==> config.mk <==
export PLATFORM = sky130hd
export DESIGN_NAME = execute_stage_mc
export DESIGN_NICKNAME = d
export VERILOG_FILES = /design/src/rtl/execute_stage_mc_pkg.sv /design/src/rtl/execute_stage_mc_iter_mul.sv /design/src/rtl/execute_stage_mc.sv
export SDC_FILE = /design/constraint.sdc
export NUM_CORES = 1
export LEC_CHECK = 0
export ABC_AREA = 1
export BUFFER_PORTS_ARGS = -buffer_cell sky130_fd_sc_hd__buf_2
export CAP_MARGIN = 20
export CELL_PAD_IN_SITES_DETAIL_PLACEMENT = 1
export CELL_PAD_IN_SITES_GLOBAL_PLACEMENT = 1
export CORE_ASPECT_RATIO = 0.6
export CORE_UTILIZATION = 40
export DETAILED_ROUTE_END_ITERATION = 16
export GPL_ROUTABILITY_DRIVEN = 0
export PLACE_DENSITY = 0.82
export SYNTH_ARGS = -nofsm -noshare
export SYNTH_HDL_FRONTEND = slang
export SYNTH_SLANG_ARGS = --single-unit
export TNS_END_PERCENT = 10
==> constraint.sdc <==
create_clock -name clk -period 5.15 [get_ports clk]
set_clock_uncertainty 0.1 [all_clocks]
set_input_delay 0 -clock clk [delete_from_list [all_inputs] [get_ports clk]]
set_output_delay 0 -clock clk [all_outputs]
set_load 0.1 [all_outputs]
==> src/rtl/execute_stage_mc_pkg.sv <==
// Shared types and encodings for the execute stage and its multiplier.
package ex_pkg;

  // ALU operation encodings carried in ctrl.alu_ctrl
  typedef enum logic [2:0] {
    ALU_ADD = 3'b000,
    ALU_SUB = 3'b001,
    ALU_AND = 3'b010,
    ALU_OR  = 3'b011,
    ALU_XOR = 3'b100,
    ALU_SLL = 3'b101,
    ALU_SRL = 3'b110,
    ALU_MUL = 3'b111
  } alu_op_e;

  // Forwarding mux select encodings (00 and 11 both pick the register operand)
  localparam logic [1:0] FWD_REG     = 2'b00;
  localparam logic [1:0] FWD_WB      = 2'b01;
  localparam logic [1:0] FWD_MEM     = 2'b10;
  localparam logic [1:0] FWD_REG_ALT = 2'b11;

  // Iterative multiplier control states
  typedef enum logic [1:0] {
    ST_IDLE = 2'b00,
    ST_MUL  = 2'b01,
    ST_DONE = 2'b10
  } mul_state_e;

  // Control bundle travelling with the instruction from EX to M
  typedef struct packed {
    logic     reg_write;
    logic     mem_write;
    logic     result_src;
    logic     branch;
    logic     br_ne;
    logic     alu_src;
    alu_op_e  alu_ctrl;
    logic [1:0] rgb;
  } ex_ctrl_t;

  // Strip architectural side effects from a control word (used for bubbles)
  function automatic ex_ctrl_t kill_ctrl(input ex_ctrl_t c);
    ex_ctrl_t k;
    k           = c;
    k.reg_write = 1'b0;
    k.mem_write = 1'b0;
    return k;
  endfunction

endpackage

==> src/rtl/execute_stage_mc_iter_mul.sv <==
// Shift-add multiplier: one partial product per cycle, low DATA_W bits kept.
module iter_mul
  import ex_pkg::*;
#(
  parameter int unsigned DATA_W = 18
) (
  input  logic              clk,
  input  logic              rst,
  input  logic              start,
  input  logic              abort,
  input  logic [DATA_W-1:0] a,
  input  logic [DATA_W-1:0] b,
  output logic              busy,
  output logic              done,
  output logic [DATA_W-1:0] product
);

  localparam int unsigned CNT_W = $clog2(DATA_W + 1);

  mul_state_e        state_q, state_d;
  logic [CNT_W-1:0]  cnt_q, cnt_d;
  logic [DATA_W-1:0] mcand_q, mcand_d;
  logic [DATA_W-1:0] mplier_q, mplier_d;
  logic [DATA_W-1:0] acc_q, acc_d;

  // Next-state logic: accept, step through DATA_W bits, present result for one cycle
  always_comb begin
    state_d  = state_q;
    cnt_d    = cnt_q;
    mcand_d  = mcand_q;
    mplier_d = mplier_q;
    acc_d    = acc_q;
    case (state_q)
      ST_IDLE: begin
        if (start) begin
          mcand_d  = a;
          mplier_d = b;
          acc_d    = {DATA_W{1'b0}};
          cnt_d    = {CNT_W{1'b0}};
          state_d  = ST_MUL;
        end else begin
          state_d  = ST_IDLE;
        end
      end
      ST_MUL: begin
        if (abort) begin
          cnt_d   = {CNT_W{1'b0}};
          state_d = ST_IDLE;
        end else begin
          if (mplier_q[0]) begin
            acc_d = acc_q + mcand_q;
          end else begin
            acc_d = acc_q;
          end
          mcand_d  = mcand_q << 1;
          mplier_d = mplier_q >> 1;
          cnt_d    = cnt_q + CNT_W'(1);
          if (cnt_q == CNT_W'(DATA_W - 1)) begin
            state_d = ST_DONE;
          end else begin
            state_d = ST_MUL;
          end
        end
      end
      ST_DONE: begin
        cnt_d   = {CNT_W{1'b0}};
        state_d = ST_IDLE;
      end
      default: begin
        cnt_d   = {CNT_W{1'b0}};
        state_d = ST_IDLE;
      end
    endcase
  end

  // State and datapath registers, cleared asynchronously
  always_ff @(posedge clk or negedge rst) begin
    if (!rst) begin
      state_q  <= ST_IDLE;
      cnt_q    <= {CNT_W{1'b0}};
      mcand_q  <= {DATA_W{1'b0}};
      mplier_q <= {DATA_W{1'b0}};
      acc_q    <= {DATA_W{1'b0}};
    end else begin
      state_q  <= state_d;
      cnt_q    <= cnt_d;
      mcand_q  <= mcand_d;
      mplier_q <= mplier_d;
      acc_q    <= acc_d;
    end
  end

  // Busy covers the accept cycle so upstream stalls from the first cycle on
  assign busy    = (state_q == ST_MUL) | ((state_q == ST_IDLE) & start);
  assign done    = (state_q == ST_DONE);
  assign product = acc_q;

endmodule

==> src/rtl/execute_stage_mc.sv <==
// Execute stage: forwarding, ALU, branch resolve, iterative MUL and EX/M register.
module execute_stage_mc
  import ex_pkg::*;
#(
  parameter int unsigned DATA_W = 18,
  parameter int unsigned RD_W   = 5,
  parameter bit          MUL_EN = 1'b1
) (
  input  logic              clk,
  input  logic              rst,
  input  logic              valid_e,
  input  ex_ctrl_t          ctrl_e,
  input  logic [DATA_W-1:0] rd1_e,
  input  logic [DATA_W-1:0] rd2_e,
  input  logic [DATA_W-1:0] rd4_e,
  input  logic [DATA_W-1:0] imm_e,
  input  logic [RD_W-1:0]   rd_e,
  input  logic [DATA_W-1:0] pc_e,
  input  logic [DATA_W-1:0] pc_plus4_e,
  input  logic [DATA_W-1:0] result_w,
  input  logic [5:0]        fwd_e,
  input  logic              flush_e,
  output logic              pc_src_e,
  output logic [DATA_W-1:0] pc_target_e,
  output logic              busy_e,
  output logic              valid_m,
  output ex_ctrl_t          ctrl_m,
  output logic [RD_W-1:0]   rd_m,
  output logic [DATA_W-1:0] pc_plus4_m,
  output logic [DATA_W-1:0] write_data_m,
  output logic [DATA_W-1:0] alu_result_m
);

  logic [DATA_W-1:0] src_a_s, fwd_b_s, src_b_s, store_s, alu_res_s, mul_prod_s;
  logic              is_mul_s, mul_start_s, mul_busy_s, mul_done_s, zero_s, cond_s;
  logic              capture_s;

  logic              valid_q, valid_d;
  ex_ctrl_t          ctrl_q, ctrl_d;
  logic [RD_W-1:0]   rd_q, rd_d;
  logic [DATA_W-1:0] pc4_q, pc4_d;
  logic [DATA_W-1:0] wdata_q, wdata_d;
  logic [DATA_W-1:0] alu_q, alu_d;

  // Pick the operand source: writeback, M-stage result, or the register file
  function automatic logic [DATA_W-1:0] fwd_mux(
    input logic [1:0]        sel,
    input logic [DATA_W-1:0] reg_v,
    input logic [DATA_W-1:0] wb_v,
    input logic [DATA_W-1:0] mem_v
  );
    logic [DATA_W-1:0] r;
    case (sel)
      FWD_WB:      r = wb_v;
      FWD_MEM:     r = mem_v;
      FWD_REG:     r = reg_v;
      FWD_REG_ALT: r = reg_v;
      default:     r = reg_v;
    endcase
    return r;
  endfunction

  // Operand forwarding and B-source selection
  always_comb begin
    src_a_s = fwd_mux(fwd_e[5:4], rd1_e, result_w, alu_q);
    fwd_b_s = fwd_mux(fwd_e[3:2], rd2_e, result_w, alu_q);
    store_s = fwd_mux(fwd_e[1:0], rd4_e, result_w, alu_q);
    if (ctrl_e.alu_src) begin
      src_b_s = imm_e;
    end else begin
      src_b_s = fwd_b_s;
    end
  end

  // Single-cycle ALU; MUL yields zero here, its result comes from iter_mul
  always_comb begin
    alu_res_s = {DATA_W{1'b0}};
    case (ctrl_e.alu_ctrl)
      ALU_ADD: alu_res_s = src_a_s + src_b_s;
      ALU_SUB: alu_res_s = src_a_s - src_b_s;
      ALU_AND: alu_res_s = src_a_s & src_b_s;
      ALU_OR:  alu_res_s = src_a_s | src_b_s;
      ALU_XOR: alu_res_s = src_a_s ^ src_b_s;
      ALU_SLL: alu_res_s = src_a_s << src_b_s[3:0];
      ALU_SRL: alu_res_s = src_a_s >> src_b_s[3:0];
      ALU_MUL: alu_res_s = {DATA_W{1'b0}};
      default: alu_res_s = {DATA_W{1'b0}};
    endcase
  end

  assign is_mul_s    = MUL_EN && (ctrl_e.alu_ctrl == ALU_MUL);
  assign mul_start_s = valid_e & ~flush_e & is_mul_s;
  assign zero_s      = (alu_res_s == {DATA_W{1'b0}});
  assign cond_s      = ctrl_e.br_ne ? ~zero_s : zero_s;

  // Branch resolves only for single-cycle ops; a MUL never redirects the PC
  assign pc_src_e    = valid_e & ~flush_e & ctrl_e.branch & ~is_mul_s & cond_s;
  assign pc_target_e = pc_e + imm_e;

  iter_mul #(
    .DATA_W (DATA_W)
  ) u_iter_mul (
    .clk     (clk),
    .rst     (rst),
    .start   (mul_start_s),
    .abort   (flush_e),
    .a       (src_a_s),
    .b       (src_b_s),
    .busy    (mul_busy_s),
    .done    (mul_done_s),
    .product (mul_prod_s)
  );

  assign busy_e    = mul_busy_s;
  assign capture_s = valid_e & ~flush_e & ~busy_e;

  // EX/M next value: real instruction when accepted, otherwise a cleared bubble
  always_comb begin
    valid_d = 1'b0;
    ctrl_d  = kill_ctrl('0);
    rd_d    = {RD_W{1'b0}};
    pc4_d   = {DATA_W{1'b0}};
    wdata_d = {DATA_W{1'b0}};
    alu_d   = {DATA_W{1'b0}};
    if (capture_s) begin
      valid_d = 1'b1;
      ctrl_d  = ctrl_e;
      rd_d    = rd_e;
      pc4_d   = pc_plus4_e;
      wdata_d = store_s;
      if (mul_done_s) begin
        alu_d = mul_prod_s;
      end else begin
        alu_d = alu_res_s;
      end
    end else begin
      valid_d = 1'b0;
    end
  end

  // EX/M pipeline register with asynchronous clear
  always_ff @(posedge clk or negedge rst) begin
    if (!rst) begin
      valid_q <= 1'b0;
      ctrl_q  <= '0;
      rd_q    <= {RD_W{1'b0}};
      pc4_q   <= {DATA_W{1'b0}};
      wdata_q <= {DATA_W{1'b0}};
      alu_q   <= {DATA_W{1'b0}};
    end else begin
      valid_q <= valid_d;
      ctrl_q  <= ctrl_d;
      rd_q    <= rd_d;
      pc4_q   <= pc4_d;
      wdata_q <= wdata_d;
      alu_q   <= alu_d;
    end
  end

  assign valid_m      = valid_q;
  assign ctrl_m       = ctrl_q;
  assign rd_m         = rd_q;
  assign pc_plus4_m   = pc4_q;
  assign write_data_m = wdata_q;
  assign alu_result_m = alu_q;

endmodule

# Word level (Yosys, flattened, before mapping)
# Cells that the tools add are included.
# totals
output_inout_bits	91
regBits	132
# classes
n_shift	2
muxes	30
n_addsub	5
n_eq_ne	22
bitwise	15
reduce_logical	12
# ops
operator	n
$mux 18	12
$pmux 18 s3	3
$pmux 18 s8	1
$pmux 18 s2	3
$add 18x18->18	3
$and 18x18->18	1
$logic_not 18->1	1
$or 18x18->18	1
$shl 18x4->18	1
$shr 18x4->18	1
$sub 18x18->18	1
$xor 18x18->18	1
$mux 5	3
$eq 2x2->1 const B	7
$eq 3x3->1 const B	4
$mux 11	1
$pmux 5 s2	1
$eq 2x1->1 const B	4
$logic_not 2->1	4
$and 1x1->1	7
$eq 3x2->1 const B	2
$reduce_or 2->1	3
$add 5x1->5 const B	1
$eq 5x5->1 const B	1
other kinds (12)	19

# Logic depth before layout (Yosys ltp)
# logic_depth
ltp_word	10
depth_mapped	35

# Modules after synthesis
# From an unflattened synthesis, not the netlist that was laid out.
# unflattened
cells_unflattened	1859
hier_area_um2	12693.4
# modules_own_cells
module	area_per_inst_um2	cells_each	n_inst
execute_stage_mc	8743.4	1376	1
iter_mul	3950.0	483	1

# Least setup slack after synthesis
# OpenSTA, ideal clock, no wires.
# synth_timing
path_kind	register -> output
from	register alu_q[1] (netlist: alu_result_m[1])
to	output pc_src_e
path_buffers	2
setup_slack_ns	-0.225
t_arrival_ns	5.275
stages_incl_launch_ff	31
t_required_ns	5.050
path_cell_list	dfrtp_1 nand2_1 nand2_1 nand2_1 nand2_1 nand2_1 buf_2 buf_2 ha_1 nand2_1 nand2_2 nand3_1 o21ai_2 o21ai_0 xor2_1 inv_1 ha_1 nand2_1 nor3_1 nand2_1 o311ai_0 inv_1 nand2_1 nand2_1 nand2_1 nand2_1 nor2_1 nand3_1 nand2_1 nand2_1 nor2_1
# synth_between
elab_chain_cells	8
# synth_lines
item	line_no	rtl
start: declaration	execute_stage_mc.sv:43	logic [DATA_W-1:0] alu_q, alu_d;
start signal: assignment	execute_stage_mc.sv:149	alu_q <= {DATA_W{1'b0}};
start signal: assignment	execute_stage_mc.sv:156	alu_q <= alu_d;
$pmux 18 s3	execute_stage_mc.sv:53	case (sel)
$mux 18	execute_stage_mc.sv:68	if (ctrl_e.alu_src) begin
$sub 18x18->18 (tied with other cells)	execute_stage_mc.sv:80	ALU_SUB: alu_res_s = src_a_s - src_b_s;
$pmux 18 s8 (*)	execute_stage_mc.sv:78	case (ctrl_e.alu_ctrl)
$logic_not 18->1 (*)	execute_stage_mc.sv:93	assign zero_s = (alu_res_s == {DATA_W{1'b0}});
$not 1->1	execute_stage_mc.sv:94	assign cond_s = ctrl_e.br_ne ? ~zero_s : zero_s;
$mux 1 (*)	execute_stage_mc.sv:94	
$and 1x1->1 (*)	execute_stage_mc.sv:97	assign pc_src_e = valid_e & ~flush_e & ctrl_e.branch & ~is_mul_s & cond_s;
end: declaration	execute_stage_mc.sv:23	output logic pc_src_e,
# Mark *: on every way between the ends. The rest lies on a longest branch, timed or not.

# Worst setup path in the final report
# layout_timing
from	register alu_q[4] (netlist: alu_result_m[4])
to	output pc_src_e
# layout_between
elab_chain_cells	8
# layout_lines
item	line_no
$pmux 18 s3	execute_stage_mc.sv:53
$mux 18	execute_stage_mc.sv:68
$sub 18x18->18 (tied with other cells)	execute_stage_mc.sv:80
$pmux 18 s8 (*)	execute_stage_mc.sv:78
$logic_not 18->1 (*)	execute_stage_mc.sv:93
$not 1->1	execute_stage_mc.sv:94
$mux 1 (*)	execute_stage_mc.sv:94
$and 1x1->1 (*)	execute_stage_mc.sv:97
# Marked as above.

==> run summary <==
Outcome: complete, no violations
Vias/cell: 6.151
Req. time, crit path: 5.05 ns
Yosys cell types: 51
Top post-synthesis cells by area: dfrtp_1 (28%), nand2_1 (14%), nand3_1 (10%), ha_1 (10%), nor2_1 (5.8%)
Worst-Margin Slew: 0.9547 ns
Synth Net Count: 2039
Fin. Hold Viols: 0
Finished layout cell area: 0.01496 mm^2
Die width: 224.1 um
Async SR Flop Fraction: 100.0%
Row cnt: 48
Place WS: -0.01192 ns
Vias in the first global route: 15020
Cell Pwr Density: 357.4 mW/mm^2
IO buf count: 242
Comb power frac: 49.3%
VDD IR-drop max: 214.5 uV
DR iter-0 viols: 2073
Antenna Cells: 0
DP Area: 0.01343 mm^2
Area leader, netlist: dfrtp_1
Inst Count DP: 2377
CTS sink count: 132
Reg2reg start: alu_result_m[4]$_DFF_PN0_
Max Buffers Root-to-Sink: 2
DPL Wire Length: 44880 um
Crit-path max FO: 4
Tcrit/Tclk final: 95.90%
Post-synth top area share: 27.90%
WL final: 62750 um
WL/cell: 25.23 um
Fmax: 0.2025 GHz
Largest net degree at the start of global routing: 77
CP Launch Type: flop
Htree depth: 4
Seq pwr share: 25.3%
Main synth FF type: dfrtp_1
HP Class: in -> async
Syn. warnings: 0
Post-route insts no fill: 2487
Fin util: 51.66%
Pint: 0.002700 W
Critical path's slowest cell: dfrtp_1
Clk pwr share: 25.4%
Sw Ratio: 49.50%
Worst Setup SP: alu_result_m[4]$_DFF_PN0_
IO Pins: 243
Initial antenna violation count: 0
Post-synth EDFFs: 0
CP most frequent cell: nand2_1
Core area: 0.02895 mm^2
Crit. End Element: output pin
Synthesized cell area: 0.01184 mm^2
Clk_lat worst skew: 0.47 ns
Worst path max stage delay: 0.44 ns
FF+latch count, synth: 132
Setup TNS: 0 ns
Die area: 0.03031 mm^2
Nets@finish: 2329
GR Overflow Total: 0
MaxCap Viol Count: 0
Syn_area_per_cell: 6.632 um^2
DRC violations left: 0
Fill cell count: 3847
Root buffer cell: clkbuf_16
ANT nets after route: 0
Chip height: 135.3 um
Final setup violation count: 0
Critical path class: reg -> out
Sequential cell area fraction in the yosys report: 27.90%
Initial core utilization: 40.90%
Final worst-path setup slack: 0.2113 ns
Share of cells above drive strength 1: 17.20%
Gate Count Post-Synth: 1785
Period minus WS final: 4.939 ns
First-pass GRT wire length: 92170 um
CTS tree: built
Worst-path clk slew: 0.07 ns
GRT Total Usage: 40.65%
Slew headroom: 36.28%
Worst path arrival time: 4.84 ns
DRT Pass-1 Iters: 5
Net Switching: 0.002646 W
Area growth syn-to-layout: 26.33%
Total vias in the final route: 15300
Final Max Tran Viols: 0
Lkg Pwr: 7.990 nW
TritonCTS buffer count: 17
==> Yosys cell counts (13+ instances only) <==
cell / n
nand2_1: 447
o21ai_0: 72
ha_1: 99
dfrtp_1: 132
inv_1: 178
buf_2: 18
nor3_1: 13
a31oi_1: 35
a22o_1: 19
clkbuf_1: 40
xor2_1: 34
a21oi_1: 98
nand3_1: 248
nor2_1: 184
a211oi_1: 30
==> path summary, 6_finish.rpt <==
path	end	cells past startpoint	slack, ns
worst min-delay path	u_iter_mul.cnt_q[1]$_DFFE_PN0N_	2	0.05
max in group asynchronous	write_data_m[7]$_DFF_PN0_	3	3.56
worst max-delay path	pc_src_e	27	0.21
worst max register to register	alu_result_m[11]$_DFF_PN0_	22	0.88
worst min register to register	u_iter_mul.mplier_q[17]$_DFFE_PN0P_	2	0.44
min in group clk	u_iter_mul.mplier_q[3]$_DFFE_PN0P_	5	0.11
==> power by group through the flow <==
stage / registers (W) / logic (W) / clock network, W
3_5_place_dp: 0.00135 / 0.00239 / 0
6_report: 0.00135 / 0.00263 / 0.00136
2_1_floorplan: 0.00151 / 0.00151 / 0
4_1_cts: 0.00134 / 0.00246 / 0.00134
3_3_place_gp: 0.00134 / 0.00230 / 0
5_1_grt: 0.00136 / 0.00280 / 0.00140
==> registers in the layout, summed over array words and instances, names as in the netlist <==
register             cells
alu_result_m            18
ctrl_m                  11
write_data_m            18
u_iter_mul.state_q       2
rd_m                     5
u_iter_mul.cnt_q         5
pc_plus4_m              18
u_iter_mul.mplier_q     18
u_iter_mul.mcand_q      18
u_iter_mul.product      18
valid_m                  1
==> worst max-delay path, delay by kind of cell (launching register included) <==
| family | cells | cell delay, ns |
|---|---|---|
| compound gates | 4 | 0.82 |
| fa+ha+maj | 1 | 0.31 |
| simple gates | 18 | 2.12 |
| flops | 1 | 0.44 |
| xor+xnor | 2 | 0.35 |
| buf+inv | 2 | 0.32 |
==> through the flow <==
| step | power, W | hold slack (ns) |
|---|---|---|
| 2_1_floorplan | 0.003015 | -0.3956 |
| 3_5_place_dp | 0.003742 | -0.01135 |
| 3_3_place_gp | 0.003647 | -0.02623 |
| 5_1_grt | 0.005559 | 0.1207 |
| 6_report | 0.005345 | 0.04681 |
| 4_1_cts | 0.005134 | 0.06853 |
==> layout by cell type (no fill, tap or decap), types with 3 or more instances in the layout <==
cell,Yosys,routed
inv_1,178,177
o22ai_1,7,7
dlygate4sd3_1,0,75
o21ai_1,11,14
ha_1,99,96
o21ai_0,72,68
fa_1,3,3
xor2_1,34,34
a21oi_2,3,5
a31oi_1,35,35
nand4_1,10,10
nor2_2,3,7
or2_2,3,3
xnor2_1,8,8
a21oi_1,98,96
nand3b_1,5,5
bufinv_16,0,3
nor2_1,184,180
clkbuf_16,0,17
nand2_2,7,11
a22o_1,19,19
nor3_1,13,12
a221oi_1,8,8
nand3_1,248,246
a211oi_1,30,30
inv_8,0,4
or2_1,6,6
dfrtp_1,132,130
buf_2,18,239
buf_4,5,28
clkinv_4,0,3
inv_2,11,11
o31ai_1,6,6
nand2_1,447,442
o211ai_1,4,4
==> cell type report <==
| type | count | area [um^2] | share of cell area [%] |
|---|---|---|---|
| multi-input combinational | 1385 | 7584 | 50.71 |
| sequential | 132 | 3306 | 22.10 |
| timing repair buffer | 346 | 2216 | 14.82 |
| inverter | 193 | 730.7 | 4.886 |
| tap | 400 | 500.5 | 3.346 |
| clock buffer | 17 | 425.4 | 2.844 |
| clock inverter | 14 | 193.9 | 1.297 |
==> timing repair <==
item	CTS	global route
endpoints found under the hold margin	138	0
buffers inserted	0	3
endpoints found under the setup margin	1	1
pin swaps	0	4
hold buffers	75	0
gates resized for setup	3	31
==> routing by layer <==
layer | up-vias | routed length (um) | global-route usage, %
met2 | 1115 | 26200 | 59.94
met3 | 228 | 8081 | 12.77
met5 | - | 0 | 0
met4 | 0 | 3010 | 18.30
met1 | 7426 | 25460 | 54.30
li1 | 6529 | - | -
==> kinds of logic (layout without fill, tap and decap cells) <==
kind of cell    Yosys count  in the layout  synth area share (%)
simple gates            933            933                 33.33
flops                   132            132                 27.90
xor+xnor                 42             42                 3.107
buf+inv                 268            570                 9.015
compound gates          308            308                 15.67
fa+ha+maj               102            102                 10.97
Note: power is estimated with default switching activity, not from simulation.
